<file path="config.mk">
export PLATFORM = sky130hd
export DESIGN_NAME = muller_c_proj_core
export DESIGN_NICKNAME = d
export VERILOG_FILES = /design/src/rtl/muller_c_proj_pkg.sv /design/src/rtl/muller_c_element.sv /design/src/rtl/muller_c_proj_core.sv
export SDC_FILE = /design/constraint.sdc
export NUM_CORES = 1
export LEC_CHECK = 0
export BUFFER_PORTS_ARGS = -buffer_cell sky130_fd_sc_hd__buf_2
export CAP_MARGIN = 20
export CORE_MARGIN = 2
export CORE_UTILIZATION = 30
export DETAILED_ROUTE_END_ITERATION = 12
export GPL_TIMING_DRIVEN = 0
export SLEW_MARGIN = 5
export SYNTH_ARGS = -nofsm -noshare
export SYNTH_HDL_FRONTEND = slang
export SYNTH_SLANG_ARGS = --single-unit
</file>
<file path="constraint.sdc">
create_clock -name clk -period 3.7 [get_ports clk]
set_input_delay 0.555 -clock clk [delete_from_list [all_inputs] [get_ports clk]]
set_output_delay 0.555 -clock clk [all_outputs]
set_load 0.005 [all_outputs]
</file>
<file path="src/rtl/muller_c_proj_pkg.sv">
// Shared constants and C-element next-state helpers for the muller_c_proj core.
// Bit positions on the pad buses are named here so every file agrees on them.
package muller_c_proj_pkg;

    localparam int A    = 0;
    localparam int B    = 1;
    localparam int C    = 2;
    localparam int MODE = 3;
    localparam int CLR  = 4;
    localparam int INV  = 5;

    localparam int Y      = 0;
    localparam int YN     = 1;
    localparam int TP     = 2;
    localparam int HOLD   = 3;
    localparam int CNT_LO = 4;

    localparam logic [5:0] OEB_ALL_OUT = 6'b000000;

    // In 2-input mode c must not influence either condition.
    function automatic logic sel_all1(input logic a, input logic b,
                                      input logic c, input logic mode);
        return a & b & (c | ~mode);
    endfunction

    function automatic logic sel_all0(input logic a, input logic b,
                                      input logic c, input logic mode);
        return ~a & ~b & (~c | ~mode);
    endfunction

    function automatic logic c_next(input logic a, input logic b, input logic c,
                                    input logic mode, input logic clr,
                                    input logic q);
        logic nxt;
        if (clr)                           nxt = 1'b0;
        else if (sel_all1(a, b, c, mode))  nxt = 1'b1;
        else if (sel_all0(a, b, c, mode))  nxt = 1'b0;
        else                               nxt = q;
        return nxt;
    endfunction

endpackage

</file>
<file path="src/rtl/muller_c_element.sv">
// Synchronous Muller C-element with 2/3-input selection and a synchronous clear.
module muller_c_element
    import muller_c_proj_pkg::*;
(
    input  logic clk,
    input  logic rst_n,
    input  logic a,
    input  logic b,
    input  logic c,
    input  logic mode,
    input  logic clr,
    output logic q
);

    logic q_d;
    logic q_q;

    always_comb begin
        q_d = c_next(a, b, c, mode, clr, q_q);
    end

    always_ff @(posedge clk) begin
        if (!rst_n) q_q <= 1'b0;
        else        q_q <= q_d;
    end

    assign q = q_q;

endmodule

</file>
<file path="src/rtl/muller_c_proj_core.sv">
// Pad-facing wrapper: registers io_in, runs the C-element and reports
// polarity-adjusted state, a transition pulse, hold status and a transition count.
module muller_c_proj_core
    import muller_c_proj_pkg::*;
#(
    parameter int CNT_W = 2,
    parameter int IO_W  = 6
) (
    input  logic            clk,
    input  logic            rst_n,
    input  logic [IO_W-1:0] io_in,
    output logic [IO_W-1:0] io_out,
    output logic [IO_W-1:0] io_oeb
);

    logic [IO_W-1:0]  in_d,     in_q;
    logic             tpulse_d, tpulse_q;
    logic [CNT_W-1:0] tcnt_d,   tcnt_q;
    logic             q;
    logic             q_change;
    logic             y;
    logic             hold;

    muller_c_element u_celem (
        .clk  (clk),
        .rst_n(rst_n),
        .a    (in_q[A]),
        .b    (in_q[B]),
        .c    (in_q[C]),
        .mode (in_q[MODE]),
        .clr  (in_q[CLR]),
        .q    (q)
    );

    // Predict the element's next value so the pulse and count line up with its update edge.
    always_comb begin
        q_change = c_next(in_q[A], in_q[B], in_q[C], in_q[MODE], in_q[CLR], q) != q;
        in_d     = io_in;
        tpulse_d = q_change;
        tcnt_d   = tcnt_q + CNT_W'(q_change);
    end

    always_ff @(posedge clk) begin
        if (!rst_n) begin
            in_q     <= '0;
            tpulse_q <= 1'b0;
            tcnt_q   <= '0;
        end else begin
            in_q     <= in_d;
            tpulse_q <= tpulse_d;
            tcnt_q   <= tcnt_d;
        end
    end

    always_comb begin
        y    = q ^ in_q[INV];
        hold = ~in_q[CLR]
             & ~sel_all1(in_q[A], in_q[B], in_q[C], in_q[MODE])
             & ~sel_all0(in_q[A], in_q[B], in_q[C], in_q[MODE]);
        io_out                     = '0;
        io_out[Y]                  = y;
        io_out[YN]                 = ~y;
        io_out[TP]                 = tpulse_q;
        io_out[HOLD]               = hold;
        io_out[CNT_LO +: CNT_W]    = tcnt_q;
    end

    assign io_oeb = OEB_ALL_OUT;

endmodule

</file>
; ---- After elaboration in Yosys (flattened, before gate mapping)
; Cells that the tools add are included.
[word_totals]
regBits = 10
latchBits = 0
mem_bits_rw = 0
rom_bits = 0
input_bits = 8
output_inout_bits = 12
word_cells = 26
mem_count = 0
[op_classes]
add_sub_neg = 1
n_mul = 0
div = 0
n_lt_le_gt_ge = 0
n_eq_ne = 1
shifts = 0
n_mux = 3
n_bitwise = 17
n_reduce_logical = 0
[ops]
columns = cell, n
row1 = NOT 1 bit, 8
row2 = bitwise AND 1 bit, 6
row3 = 2-to-1 mux 1 bit, 3
row4 = adder 2 x 1 -> 2 bit, 1
row5 = OR 1 bit, 2
row6 = != test 1 bit, 1
row7 = XOR 1 bit, 1

; ---- Longest topological paths before layout
[depth]
ltp_word = 8
ltp_mapped = 6

; ---- By module
; A second synthesis with hierarchy kept.
[unflattened]
hier_cells = 47
area_unflattened_um2 = 455.4
[modules_own_cells]
columns = module, n_inst, cells_each, area_per_inst_um2, seq_area_each_um2
row1 = muller_c_proj_core, 1, 40, 397.9, 180.2
row2 = muller_c_element, 1, 7, 57.6, 20.0

; ---- Worst setup path before layout
; No wires, ideal clock.
[synth_path]
path_type = register -> output
start = reg in_q[2]
end = out io_out[3]
t_arrival_ns = 0.829
required_time_ns = 3.145
slack_ns = 2.316
stages_incl_launch_ff = 4
path_buffers = 1
cell_sequence = dfxtp_1 > nand2b_1 > a311oi_1 > buf_4
[synth_via]
elab_chain_cells = 5
[synth_lines]
columns = element, line
row1 = from (decl), muller_c_proj_core.sv:16  ; logic [IO_W-1:0] in_d, in_q;
row2 = from (signal assigned), muller_c_proj_core.sv:49  ; in_q <= in_d;
row3 = OR 1 bit or NOT 1 bit (tied branches), "muller_c_proj_pkg.sv:23, muller_c_proj_pkg.sv:28"
row4 = bitwise AND 1 bit or OR 1 bit (tied branches), "muller_c_proj_pkg.sv:23, muller_c_proj_pkg.sv:28"
row5 = NOT 1 bit or bitwise AND 1 bit (tied branches), "muller_c_proj_core.sv:58, muller_c_proj_pkg.sv:28"
row6 = bitwise AND 1 bit or NOT 1 bit (tied branches), "muller_c_proj_core.sv:58, muller_c_proj_core.sv:59"
row7 = bitwise AND 1 bit (*), muller_c_proj_core.sv:59  ; & ~sel_all0(in_q[A], in_q[B], in_q[C], in_q[MODE]);
row8 = to (decl), muller_c_proj_core.sv:12  ; output logic [IO_W-1:0] io_out,
; Every way passes the cells marked *; elsewhere a longest branch is shown, timed or not.

; ---- Worst setup path in the final report
[layout_path]
start = reg in_q[1]
end = out io_out[3]
[layout_via]
elab_chain_cells = 5
[layout_lines]
columns = element, line
row1 = bitwise AND 1 bit or NOT 1 bit (tied branches), "muller_c_proj_pkg.sv:23, muller_c_proj_pkg.sv:28"
row2 = bitwise AND 1 bit (on tied branches), "muller_c_proj_pkg.sv:23, muller_c_proj_pkg.sv:28"
row3 = NOT 1 bit or bitwise AND 1 bit (tied branches), "muller_c_proj_core.sv:58, muller_c_proj_pkg.sv:28"
row4 = bitwise AND 1 bit or NOT 1 bit (tied branches), "muller_c_proj_core.sv:58, muller_c_proj_core.sv:59"
row5 = bitwise AND 1 bit (*), muller_c_proj_core.sv:59
; Marked as above.

==> metrics list <==
- In this run the standard cell core region covers approximately 0.0013 sq mm.
* Dominant register cell in the synthesized netlist: sky130_fd_sc_hd__dfxtp_1
* Setup violation total in the final timing report: 0
- Vias: 316
- CTS Hold Buffers Added: 0
- Max-slew violations: 0
- Number of instances in the synthesized netlist: 46
- Dominant cell by count in the synthesized netlist: sky130_fd_sc_hd__dfxtp_1
- Yosys warns: 0
- Number of nets in the finished design: 78
- Pwr/cell area: 403 mW/mm^2
* Highest attainable clock frequency: roughly 0.55 GHz
- In the routed design, unresolved DRC markers number 0.
- Fraction of layout cells with a size suffix above 1: 39.7%
* Buffers added on ports: 13
- Via count of the first global-routing pass: about 260
* Fraction of power spent switching nets: 20.2%
- Status: complete, no violations
- The number of different library cells used by synthesis comes to 19.
- In this run the count of I/O pins placed on the die edge is 20.
- The min-delay analysis places its worst path in the category reg2reg.
- In this run the most used layer during global routing was met2.
- Leading post-synthesis cells by cell area: sky130_fd_sc_hd__dfxtp_1, sky130_fd_sc_hd__buf_4, sky130_fd_sc_hd__and2_1
- The synthesized design spends more area on one cell type than any other, namely sky130_fd_sc_hd__dfxtp_1.
- Category of the most critical setup path: reg2out
* Leak pwr: 0.000294 uW
* Worst ir drop on vdd: 0.209 mV
* Post_cts resized: 0
- Antenna violations before repair: 0
- The first routing iteration left 0 violations.
- Mean cell area of the mapped netlist: 9.60 sq um
* Count of endpoints failing hold in the final timing report: 0
- Clock transition at path regs: 0.06 ns
- Die Area: 0.00180 sq mm
* Number of placed instances, taps included: 79
- Period utilization: roughly 49%
* Setup crit start kind: flop
- Top cells by count, synth: sky130_fd_sc_hd__dfxtp_1, sky130_fd_sc_hd__buf_4, sky130_fd_sc_hd__and2_1, sky130_fd_sc_hd__inv_1, sky130_fd_sc_hd__nor2_1
- The die is 42.4 um tall.
* Met1 usage: 7.59%
- Flip-flop and latch count after synthesis: 10
* CP max stage delay: approximately 0.35 ns
* Clock tree from TritonCTS: built
- In this run the number of H-tree levels came out at 1.
- Setup_tns: 0 ns
- Sequential elements use 45.3% of the synthesized area.
* Sequential share of power: 49.3%
- Post-synth EDFFs: 0
- Row cnt: 13
- For met2 alone, demand over resource in global routing was between 10 and 15%.
- Required time worst endpoint: 3.14 ns
- Summing every instance area after synthesis gives 442 sq um.
- Clock insertion delay at the later pin of the skew report: 0.25 ns
- First-pass GRT wire length: 945 um
- Setup repair after global routing missed its margin: false
- Drt via density: 3.81
* Arrival time at the worst endpoint: 1.26 ns
- In this run, the clock network consumes 40.2% of the power.
- Die extent in x: 42.4 um
- Compared with the post-synthesis result, the final layout area differs by 31.4%.
* RD Place Congestion: about 0.78
- Walking the worst path, the cells encountered are a211oi_1 > a311oi_1 > buf_4 > buf_2.
* Final worst clock skew: 0.000761 ns
- Summed over all layers, the global routing overflow is 0.
- Post-layout utilization of the core: around 44%
- The tool flagged a number of max-cap violations equal to 0.
* Worst path slowest cell: sky130_fd_sc_hd__dfxtp_1
* Number of nets with antenna violations after detailed routing: 0
- In the global route stage, met3 resource usage came out at 4.31%.
- CTS placed an instance of sky130_fd_sc_hd__clkbuf_4 at the clock tree root.
- 1st-pass router iterations: 1
* WL/cell: between 7 and 8 um
- STA classifies the critical path endpoint as an output pin.
* Half-perimeter wire length after detailed placement: 484 um
- Combinational logic burns approximately a tenth of the power.
- The worst path in the final design needs a cycle of 1.81 ns, including I/O delays and setup.
- Post-CTS timing repair inserted 0 buffers for setup.
- Largest net degree at the start of global routing: 9
* Non-filler cells in the finished layout: 83
- For this run, the total global-route usage over all layers was measured as under 10%.
- For this run, asynchronously set or reset flops after synthesis account for 0%.
- Maximum buffer depth of the clock tree: 2
- The initial utilization of the core area, before any placement, comes to 33.1%.
* Top cell type's share of synthesized area: 45.3%
- Switching component of the power: approximately 47 uW
- Number of clock sinks: 10
- Cell internal power was estimated by the tool at 187 uW.
* Wire length reported by the detailed router: 582 um
* CP max FO: 5
* Antenna diodes: 0
- Clock tree synthesis inserted a total of 3 buffers.
==> critical path: cells and delay by family (launching register included) <==
kind	cells	cell delay, ns
AOI/OAI and AO/OA	2	0.41
buffers and inverters	2	0.25
DFF	1	0.35
==> kinds of logic after synthesis <==
kind of cell / Yosys count / share of synthesized area [%]
compound gates: 6 / 11.6
flops: 10 / 45.3
other cells: 1 / 0.849
xor+xnor: 2 / 3.97
simple gates: 13 / 16.7
buf+inv: 13 / 18.7
fa+ha+maj: 1 / 2.83
==> registers in the layout, summed over array words and instances, names as in the netlist <==
signal and cells:
in_q 6, tcnt_q 2, tpulse_q 1, u_celem.q 1
==> layer usage <==
metal / share of wire, % / vias to the layer above / wire [um]
met5: 0 / - / 0
met4: 1.0 / 0 / 6
met3: 12 / 2 / 72
met2: 38 / 16 / 222
met1: 48 / 115 / 281
li1: - / 183 / -
==> cell type report <==
class | count | area, sq um
multi-input combinational | 28 | 178
timing repair buffer | 13 | 65.1
clock buffer | 4 | 36.3
buffer | 9 | 67.6
sequential | 10 | 200
tap | 15 | 18.8
inverter | 4 | 15.0
fill | 138 | 753
==> metrics by stage <==
stage	power, uW	area, sq um	hold WS, ns	setup WS, ns
floorplan	134	460	0.450	2.32
global placement	142	544	0.474	2.15
detailed placement	143	544	0.479	2.17
CTS	238	581	0.485	1.88
global route	250	581	0.493	1.82
finish	234	581	0.484	1.89
==> power by group through the flow <==
stage               Combinational, uW  Clock, uW  Sequential (uW)
floorplan                        16.9          0              117
global placement                 24.4          0              118
detailed placement               24.7          0              118
CTS                              24.8       98.0              115
global route                     27.6        106              116
finish                           24.6       94.0              115
==> placed cells by master, fill, tap and decap left out, drive strengths merged <==
master	count
dfxtp	10
nor3b	1
xnor2	1
a21oi	1
nor2	2
ha	1
a211oi	1
and2	7
a2111oi	1
clkbuf	4
nand2b	1
nand2	1
conb	6
a41oi	1
inv	4
buf	22
nor3	1
o22ai	1
a311oi	1
xor2	1
==> path summary, 6_finish.rpt <==
check                             start   endpoint  slack, ns  cells after the start
worst min-delay path            in_q[4]  u_celem.q       0.48                      1
worst max-delay path            in_q[1]  io_out[3]       1.89                      4
worst max register to register  in_q[1]  tcnt_q[0]       2.35                      5
worst min register to register  in_q[4]  u_celem.q       0.48                      1
(Power assumes the default switching activity.)
